File: src/rtl/alu_pkg.sv
// Shared opcode definitions for the ALU command responder.
// Opcodes 101..111 are reserved and reported as illegal.
package alu_pkg;

  localparam int OP_W = 3;

  localparam logic [OP_W-1:0] OP_ADD = 3'b000;
  localparam logic [OP_W-1:0] OP_SUB = 3'b001;
  localparam logic [OP_W-1:0] OP_AND = 3'b010;
  localparam logic [OP_W-1:0] OP_OR  = 3'b011;
  localparam logic [OP_W-1:0] OP_XOR = 3'b100;

  function automatic logic is_legal_op(input logic [OP_W-1:0] sel);
    return (sel <= OP_XOR);
  endfunction

endpackage

File: src/rtl/alu_rsp_fifo.sv
// Two-entry response FIFO between ALU compute and the response channel.
// The head is read straight from storage registers, so outputs are glitch-free.
module alu_rsp_fifo #(
  parameter int DW = 9
) (
  input  logic          clk,
  input  logic          rst,
  input  logic          push,
  input  logic          pop,
  input  logic [DW-1:0] wdata,
  output logic [DW-1:0] rdata,
  output logic [1:0]    count,
  output logic          full,
  output logic          empty
);

  logic [DW-1:0] mem [2];
  logic          wr_ptr;
  logic          rd_ptr;
  logic          push_ok;
  logic          pop_ok;

  assign full    = (count == 2'd2);
  assign empty   = (count == 2'd0);
  assign push_ok = push & ~full;
  assign pop_ok  = pop & ~empty;
  assign rdata   = mem[rd_ptr];

  // NOTE: storage is reset too, so the head reads as all-zero after reset.
  always_ff @(posedge clk or posedge rst) begin
    if (rst) begin
      mem[0] <= '0;
      mem[1] <= '0;
      wr_ptr <= 1'b0;
      rd_ptr <= 1'b0;
      count  <= 2'd0;
    end else begin
      if (push_ok) begin
        mem[wr_ptr] <= wdata;
        wr_ptr      <= ~wr_ptr;
      end
      if (pop_ok) rd_ptr <= ~rd_ptr;
      case ({push_ok, pop_ok})
        2'b10:   count <= count + 2'd1;
        2'b01:   count <= count - 2'd1;
        default: count <= count;
      endcase
    end
  end

endmodule

File: src/rtl/alu_cmd_responder.sv
// Valid/ready ALU command responder: results computed on acceptance and
// queued in a 2-entry FIFO so a stalled consumer never loses a result.
module alu_cmd_responder
  import alu_pkg::*;
#(
  parameter int W     = 4,
  parameter int CNT_W = 16,
  parameter int ERR_W = 8
) (
  input  logic             clk,
  input  logic             rst,
  input  logic             cmd_valid,
  output logic             cmd_ready,
  input  logic [W-1:0]     cmd_a,
  input  logic [W-1:0]     cmd_b,
  input  logic [OP_W-1:0]  cmd_sel,
  output logic             rsp_valid,
  input  logic             rsp_ready,
  output logic [W-1:0]     rsp_y,
  output logic [OP_W-1:0]  rsp_sel,
  output logic             rsp_c,
  output logic             rsp_err,
  output logic [CNT_W-1:0] op_cnt,
  output logic [ERR_W-1:0] err_cnt
);

  typedef struct packed {
    logic [W-1:0]    y;
    logic [OP_W-1:0] sel;
    logic            c;
    logic            err;
  } rsp_t;

  rsp_t       res;
  rsp_t       head;
  logic       accept;
  logic       pop;
  logic       full;
  logic       empty;
  logic [1:0] count;

  // Readiness depends only on FIFO occupancy, never on rsp_ready.
  assign cmd_ready = ~rst & ~full;
  assign accept    = cmd_valid & cmd_ready;
  assign rsp_valid = ~empty;
  assign pop       = rsp_valid & rsp_ready;

  // NOTE: every field gets a default first so no latch is inferred.
  always_comb begin
    res     = '0;
    res.sel = cmd_sel;
    res.err = ~is_legal_op(cmd_sel);
    case (cmd_sel)
      OP_ADD: {res.c, res.y} = {1'b0, cmd_a} + {1'b0, cmd_b};
      OP_SUB: begin
        res.y = cmd_a - cmd_b;
        res.c = (cmd_a < cmd_b);
      end
      OP_AND:  res.y = cmd_a & cmd_b;
      OP_OR:   res.y = cmd_a | cmd_b;
      OP_XOR:  res.y = cmd_a ^ cmd_b;
      default: res.y = '0;
    endcase
  end

  alu_rsp_fifo #(.DW($bits(rsp_t))) u_fifo (
    .clk   (clk),
    .rst   (rst),
    .push  (accept),
    .pop   (pop),
    .wdata (res),
    .rdata (head),
    .count (count),
    .full  (full),
    .empty (empty)
  );

  assign rsp_y   = head.y;
  assign rsp_sel = head.sel;
  assign rsp_c   = head.c;
  assign rsp_err = head.err;

  // NOTE: sequential state uses non-blocking assignments only.
  always_ff @(posedge clk or posedge rst) begin
    if (rst) begin
      op_cnt  <= '0;
      err_cnt <= '0;
    end else if (accept) begin
      if (op_cnt != '1) op_cnt <= op_cnt + CNT_W'(1);
      if (res.err && (err_cnt != '1)) err_cnt <= err_cnt + ERR_W'(1);
    end
  end

endmodule

File: config.mk
export PLATFORM = sky130hd
export DESIGN_NAME = alu_cmd_responder
export DESIGN_NICKNAME = d
export VERILOG_FILES = /design/src/rtl/alu_pkg.sv /design/src/rtl/alu_rsp_fifo.sv /design/src/rtl/alu_cmd_responder.sv
export SDC_FILE = /design/constraint.sdc
export NUM_CORES = 1
export LEC_CHECK = 0
export CORE_UTILIZATION = 54
export CTS_BUF_LIST = sky130_fd_sc_hd__clkbuf_8
export DETAILED_ROUTE_END_ITERATION = 8
export GPL_TIMING_DRIVEN = 0
export PLACE_DENSITY = 0.89
export SLEW_MARGIN = 20
export SYNTH_ARGS = -nofsm -noshare
export SYNTH_HDL_FRONTEND = slang
export SYNTH_SLANG_ARGS = --single-unit
File: constraint.sdc
create_clock -name clk -period 2 [get_ports clk]
set_input_delay 0.3 -clock clk [delete_from_list [all_inputs] [get_ports clk]]
set_output_delay 0.3 -clock clk [all_outputs]
set_load 0.01 [all_outputs]
==> summary.md, run 1 <==
| Metric | Value |
|---|---|
| Routed vias | 1973 |
| Nets | 325 |
| Maxcap violations | 0 |
| Status | finished, violations left |
| Worst Tran Pin Value | 0.563 ns |
| Fin crit period | 1.98 ns |
| Initial antenna violation count | 0 |
| Io pins | 50 |
| Total Power | 3.87 mW |
| Port bufs | 47 |
| Detail Placement HPWL | 3770 µm |
| Clock power frac | 21.9% |
| Hold buffers post-CTS | 0 |
| Total grt overflow | 0 |
| Fmax | 0.506 GHz |
| Final Hold Viols | 0 |
| Vias per cell | 5.70 |
| Synth area leader | dfrtp_1 |
| Routed WL | 5290 µm |
| First-pass GRT wire length | 8690 µm |
| Die H | 71.2 µm |
| Area of the multi-input gates | 1400 µm² |
| Seq/Total Area, Yosys | 44.5% |
| Ys async rst share | 100% |
| Net Sw Power | 1.20 mW |
| Vias in the first global route | 1909 |
| Worst slack, placed | -0.404 ns |
| Syn_area_per_cell | 10.9 µm² |
| Die width | 71.2 µm |
| Netlist cell types | 45 |
| Mapped Nets | 269 |
| Min setup slack post-route | 0.0249 ns |
| CP Capture Type | output port |
| Post-synth EDFFs | 0 |
| Buffers and inverters on the worst path | 3 |
| Gr usage total | 22.4% |
| Starting Density | 57.8% |
| Fin Clk Skew | 0.00556 ns |
| DIE AREA | 5070 µm² |
| Comb pwr share | 39.2% |
| Max incr delay on CP | 0.56 ns |
| Final setup vio count | 0 |
| Yosys top cell area share | 44.5% |
| Delay-heaviest family, CP | buffers and inverters |
| Drt first pass iters | 8 |
| Setup TNS | 0 ns |
| Worst path arrival time | 1.68 ns |
| Worst-Skew Late Latency | 0.31 ns |
| Drt drc | 1 |
| Largest net degree at the start of global routing | 25 |
| Sw Share | 31.1% |
| Synth top area cells | dfrtp_1 (45%), mux2_2 (10%), xnor2_1 (7.5%) |
| Failing checks | design-rule violations |
| Cts bufs inserted | 5 |
| PwrDens | 1140 nW/µm² |
| CTS max path bufs | 2 |
| Final cell count without fillers | 346 |
| Post-synth top flop | dfrtp_1 |
| 1st-iter DRT viols | 141 |
| Core Area | 4470 µm² |
| CP dominant cell by count | clkdlybuf4s50_1 |
| P_leak | 1.56 nW |
| Post-Synthesis Cells | 237 |
| Most frequent cells after synthesis | dfrtp_1 (46), mux2_2 (23), xnor2_1 (22) |
| P_int | 2.66 mW |
| CTS tree | built |
| H-tree depth | 2 |
| Seq. cell area | 1150 µm² |
| Max_slew headroom | 62.0% |
| Worst-path clk slew | 0.08 ns |
| Placer Congestion | 0.852 |
| Final period utilization | 98.8% |
| Most common cell in the synthesized netlist | dfrtp_1 |
| Register bit total from synthesis | 46 |
| Worst IR Drop VDD | 0.757 mV |
| Req. time, crit path | 1.70 ns |
| Final slew viol count | 0 |
| Synth warnings | 0 |
| Area Overhead vs Synth | 31.3% |
| Critical setup path kind | primary input to output port |
| Mapped cell area | 2580 µm² |
| CP max FO | 3 |
| Site Rows | 24 |
| Inst Count DP | 337 |
| CP max-delay cell | clkdlybuf4s50_1 |
| Root Buffer | clkbuf_8 |
| Worst-path cell chain | clkdlybuf4s50_1 -> bufinv_8 -> and2_1 -> clkdlybuf4s50_1 |
| Filler cells | 294 |
| Wirelength per Cell | 15.3 µm |
| Layout cell share with drive strength beyond 1 | 18.4% |
| Reg power frac | 38.9% |
| Clock sinks | 46 |
| Number of antenna diodes | 0 |
| Post-detailed-route count of antenna-violating nets | 0 |
| Startpoint Class | primary input |
| Hold/Removal Path Class | primary input to async pin |
[kinds of logic after synthesis]
family                     after synthesis  synth area share, %
and+or+nand+nor                         68                 15.0
DFF                                     46                 44.5
AOI/OAI and AO/OA                       29                 7.07
xor gates and xnor gates                29                 9.83
muxes                                   26                 11.2
buffers and inverters                   22                 3.58
adders and majority gates               17                 8.81
[cell usage in the layout, fill, tap and decap left out, types with 2 or more instances in the layout]
master           netlist  routed
nor4b_1                2       2
o21ai_0                9       8
nand3_1                6       6
o2111ai_1              2       2
mux2_2                23      23
a21oi_1                8       8
dlygate4sd2_1          0       4
ha_1                  15      12
inv_1                 12      11
and2_1                 2       2
clkdlybuf4s50_1        0      35
clkbuf_1               4       2
dlymetal6s2s_1         0       8
xnor2_1               22      22
and4_1                 3       3
nand2_1               15      15
buf_2                  4       4
nor2_1                15      15
mux2i_1                3       3
and3_1                 3       3
nor2b_1                3       3
nand4_1                8       8
clkbuf_8               0       6
xor2_1                 7       7
bufinv_16              0       2
ha_4                   0       3
dfrtp_1               46      46
[power by group through the flow]
stage	Combinational (mW)	Sequential (mW)	Clock [mW]
final	1.52	1.50	0.848
after global routing	1.65	1.55	0.885
after CTS	1.55	1.50	0.856
after detailed placement	1.50	1.51	0
after global placement	1.45	1.49	0
after floorplan	0.824	1.49	0
[area by class of cell]
cell class | count | share of cell area [%]
Multi-Input combinational cell | 169 | 41.1
Sequential cell | 46 | 33.9
Timing Repair Buffer | 49 | 15.3
Clock buffer | 6 | 2.43
Inverter | 13 | 1.99
Tap cell | 52 | 1.92
Clock inverter | 2 | 1.77
Buffer | 8 | 1.36
Timing Repair inverter | 1 | 0.184
[sequential cells by signal, indices dropped and copies added (netlist names)]
register and cells:
u_fifo.rd_ptr 1, err_cnt 8, u_fifo.mem 18, op_cnt 16, u_fifo.count 2, u_fifo.wr_ptr 1
[metal layers]
layer / up-vias / global-route usage, % / share of wire [%]
met5: - / 0 / 0
li1: 936 / - / -
met1: 956 / 28.5 / 44
met4: 0 / 8.89 / 1.4
met2: 74 / 37.4 / 48
met3: 7 / 4.70 / 6.2
[through the flow]
step	hold WS (ns)	utilization, %	cell area [µm²]
2_1_floorplan	0.444	-	2580
3_5_place_dp	0.474	70.4	3150
4_1_cts	0.321	74.7	3340
3_3_place_gp	0.456	69.7	3120
6_report	0.325	75.9	3390
5_1_grt	0.320	75.9	3390
[worst reg2reg max path, cell delays in order (launching register included)]
cell	delay, ns
dfrtp_1	0.44
ha_1	0.26
and4_1	0.25
nor3b_2	0.19
a21oi_4	0.31
mux2_2	0.37
[final timing paths]
| check | from | cells after the start | end | slack [ns] |
|---|---|---|---|---|
| worst min register to register | u_fifo.mem[6] | 2 | u_fifo.mem[6] | 0.49 |
| worst max register to register | op_cnt[0] | 5 | op_cnt[1] | 0.07 |
| min in group clk | u_fifo.mem[6] | 2 | u_fifo.mem[6] | 0.49 |
| max in group asynchronous | rst | 4 | err_cnt[3] | 1.10 |
| worst max-delay path | rst | 4 | cmd_ready | 0.02 |
| worst min-delay path | rst | 2 | op_cnt[14] | 0.33 |
[what timing repair did]
item,4_1_cts,5_1_grt
buffers inserted,1,0
setup endpoints to repair,14,10
resized for setup,16,13
pin swaps,0,1
cloned,1,0
Power figures use the tool's default switching activity.
==> run 2: changes to the inputs <==
==> constraint.sdc (replaced) <==
create_clock -name clk -period 2.02 [get_ports clk]
set_input_delay 0.303 -clock clk [delete_from_list [all_inputs] [get_ports clk]]
set_output_delay 0.303 -clock clk [all_outputs]
set_load 0.01 [all_outputs]
==> run 2 against run 1 <==
Net effect: the run still ends with design-rule violations left; combinational power about the same; sequential cell count unchanged; routed wire length rose by 1.2%; critical path depth unchanged; power shrank 1.1%; critical endpoint unchanged; largest cell class unchanged.
==> summary.md, run 2 (synthesized netlist as in run 1, its figures left out) <==
| Metric | Value |
|---|---|
| Req. time, crit path | 1.72 ns (was 1.70 ns) |
| Nets | 325 (unchanged) |
| P_leak | 1.58 nW (was 1.56 nW) |
| Placer Congestion | 0.852 (unchanged) |
| CP max FO | 3 (unchanged) |
| Final cell count without fillers | 346 (unchanged) |
| Inst Count DP | 337 (unchanged) |
| Startpoint Class | primary input (unchanged) |
| Cts bufs inserted | 5 (unchanged) |
| Vias per cell | 5.68 (was 5.70) |
| P_int | 2.63 mW (was 2.66 mW) |
| Die width | 71.2 µm (unchanged) |
| First-pass GRT wire length | 8710 µm (was 8690 µm) |
| CP max-delay cell | clkdlybuf4s50_1 (unchanged) |
| RSZ-0062 raised after global routing | false |
| Final Hold Viols | 0 (unchanged) |
| Layout Utilization | 75.6% (was 75.9%) |
| Critical setup path kind | primary input to output port (unchanged) |
| Detail Placement HPWL | 3770 µm (unchanged) |
| Root Buffer | clkbuf_8 (unchanged) |
| Fin Clk Skew | 0.00556 ns (about the same) |
| Routed WL | 5360 µm (was 5290 µm) |
| Final period utilization | 98.2% |
| H-tree depth | 2 (unchanged) |
| Status | finished, violations left (unchanged) |
| Worst path arrival time | 1.68 ns (about the same) |
| Worst-path clk slew | 0.08 ns (about the same) |
| Max FFs per register | 18 (unchanged) |
| Area Overhead vs Synth | 30.9% (was 31.3%) |
| Top Registers | u_fifo.mem x18, op_cnt x16, err_cnt x8 (unchanged) |
| 1st-iter DRT viols | 137 (was 141) |
| PwrDens | 1130 nW/µm² (was 1140 nW/µm²) |
| CP dominant cell by count | clkdlybuf4s50_1 (unchanged) |
| Commonest non-fill, non-tap cells in the layout | dfrtp_1 (46), clkdlybuf4s50_1 (35), mux2_2 (23) (unchanged) |
| Sw Share | 31.2% (was 31.1%) |
| Drt drc | 1 (unchanged) |
| Die H | 71.2 µm (unchanged) |
| Starting Density | 57.8% (unchanged) |
| Worst-Skew Late Latency | 0.31 ns (about the same) |
| CP Capture Type | output port (unchanged) |
| Worst-path cell chain | clkdlybuf4s50_1 -> bufinv_8 -> and2_1 -> clkdlybuf4s50_1 (unchanged) |
| Clock power frac | 22.0% (was 21.9%) |
| Fin crit period | 1.98 ns |
| Wirelength per Cell | 15.5 µm (was 15.3 µm) |
| Biggest register | u_fifo.mem (unchanged) |
| Maxcap violations | 0 (unchanged) |
| Total grt overflow | 0 (unchanged) |
| Worst hold slack | 0.326 ns (was 0.325 ns) |
| Net Sw Power | 1.20 mW (about the same) |
| Initial antenna violation count | 0 (unchanged) |
| Port bufs | 47 (unchanged) |
| Setup TNS | 0 ns (unchanged) |
| Worst Tran Pin Value | 0.559 ns (was 0.563 ns) |
| R2r worst-path depth | 5 (unchanged) |
| Max_slew headroom | 62.4% (was 62.0%) |
| Number of antenna diodes | 0 (unchanged) |
| Worst IR Drop VDD | 0.752 mV (was 0.757 mV) |
| Clock sinks | 46 (unchanged) |
| Failing checks | design-rule violations (unchanged) |
| Most common cell after layout, fill and taps aside | dfrtp_1 (unchanged) |
| Site Rows | 24 (unchanged) |
| Io pins | 50 (unchanged) |
| CTS max path bufs | 2 (unchanged) |
| Core Area | 4470 µm² (unchanged) |
| CTS tree | built (unchanged) |
| Post-detailed-route count of antenna-violating nets | 0 (unchanged) |
| Largest net degree at the start of global routing | 25 (unchanged) |
| Drt first pass iters | 6 (was 8) |
| Hold/Removal Path Class | primary input to async pin (unchanged) |
| Reg power frac | 38.8% (was 38.9%) |
| Routed vias | 1965 (was 1973) |
| Final slew viol count | 0 (unchanged) |
| Layout cell share with drive strength beyond 1 | 18.0% (was 18.4%) |
| Comb pwr share | 39.1% (was 39.2%) |
| Fmax | 0.504 GHz |
| Max incr delay on CP | 0.56 ns (about the same) |
| Gr usage total | 22.4% (about the same) |
| Final setup vio count | 0 (unchanged) |
| DIE AREA | 5070 µm² (unchanged) |
| Vias in the first global route | 1913 (was 1909) |
==> run 2: cell types whose count changed in the layout (fill, tap and decap cells not counted), sizes merged <==
cell,previous run,this run
buf,8,7
dlygate4sd2,4,2
clkbuf,8,9
dlymetal6s2s,8,10
==> run 2: final timing paths <==
kind,slack (ns),endpoint,from
min in group clk,0.49,u_fifo.mem[6],u_fifo.mem[6]
max,0.04,cmd_ready,rst
max reg2reg,0.09,op_cnt[1],op_cnt[0]
min,0.33,u_fifo.mem[17],rst
min reg2reg,0.49,u_fifo.mem[6],u_fifo.mem[6]
max in group asynchronous,1.12,err_cnt[2],rst
==> run 2: power by group through the flow <==
stage	Clock, mW	Sequential, mW	Combinational [mW]
final	0.842	1.49	1.50
after global routing	0.877	1.53	1.62
after CTS	0.847	1.48	1.53
after detailed placement	0	1.50	1.48
after global placement	0	1.47	1.44
after floorplan	0	1.48	0.816
==> run 2: metrics by stage <==
step	area (µm²)	total power [mW]	setup WS, ns
global placement	3120	2.91	-1.13
global route	3380	4.03	0.00423
CTS	3330	3.86	0.00434
detailed placement	3150	2.98	-0.387
floorplan	2580	2.29	0.142
finish	3380	3.83	0.0374
==> run 2: critical path: cells and delay by family <==
kind | cells | cell delay (ns)
buffers and inverters | 3 | 1.24
and+or+nand+nor | 1 | 0.13
==> run 2: cell type report <==
cell class	instances	area (µm²)
fill	293	1090
tap	52	65.1
multi-input combinational	169	1380
inverter	13	67.6
buffer	8	45.0
timing repair buffer	49	528
timing repair inverter	1	6.26
clock buffer	6	82.6
clock inverter	2	60.1
sequential	46	1150
==> run 2: what timing repair did <==
item | 4_1_cts | 5_1_grt
cloned | 1 | 0
endpoints found under the setup margin | 14 | 15
hold buffers | 0 | 0
buffers inserted | 1 | 0
gates resized for setup | 12 | 15
==> run 2: per-layer routing <==
metal	wire length, µm	global-route usage (%)	up-vias
li1	-	-	937
met1	2390	28.5	958
met2	2590	37.5	61
met3	288	4.70	9
met4	89	8.89	0
met5	0	0	-
==> run 3: changes to the inputs <==
--- a/config.mk
+++ b/config.mk
@@ -5,6 +5,7 @@
 export SDC_FILE = /design/constraint.sdc
 export NUM_CORES = 1
 export LEC_CHECK = 0
+export CAP_MARGIN = 20
 export CORE_UTILIZATION = 54
 export CTS_BUF_LIST = sky130_fd_sc_hd__clkbuf_8
 export DETAILED_ROUTE_END_ITERATION = 8
==> results of run 3 <==
No change in the layout: final DEF, timing and power equal those of run 2.
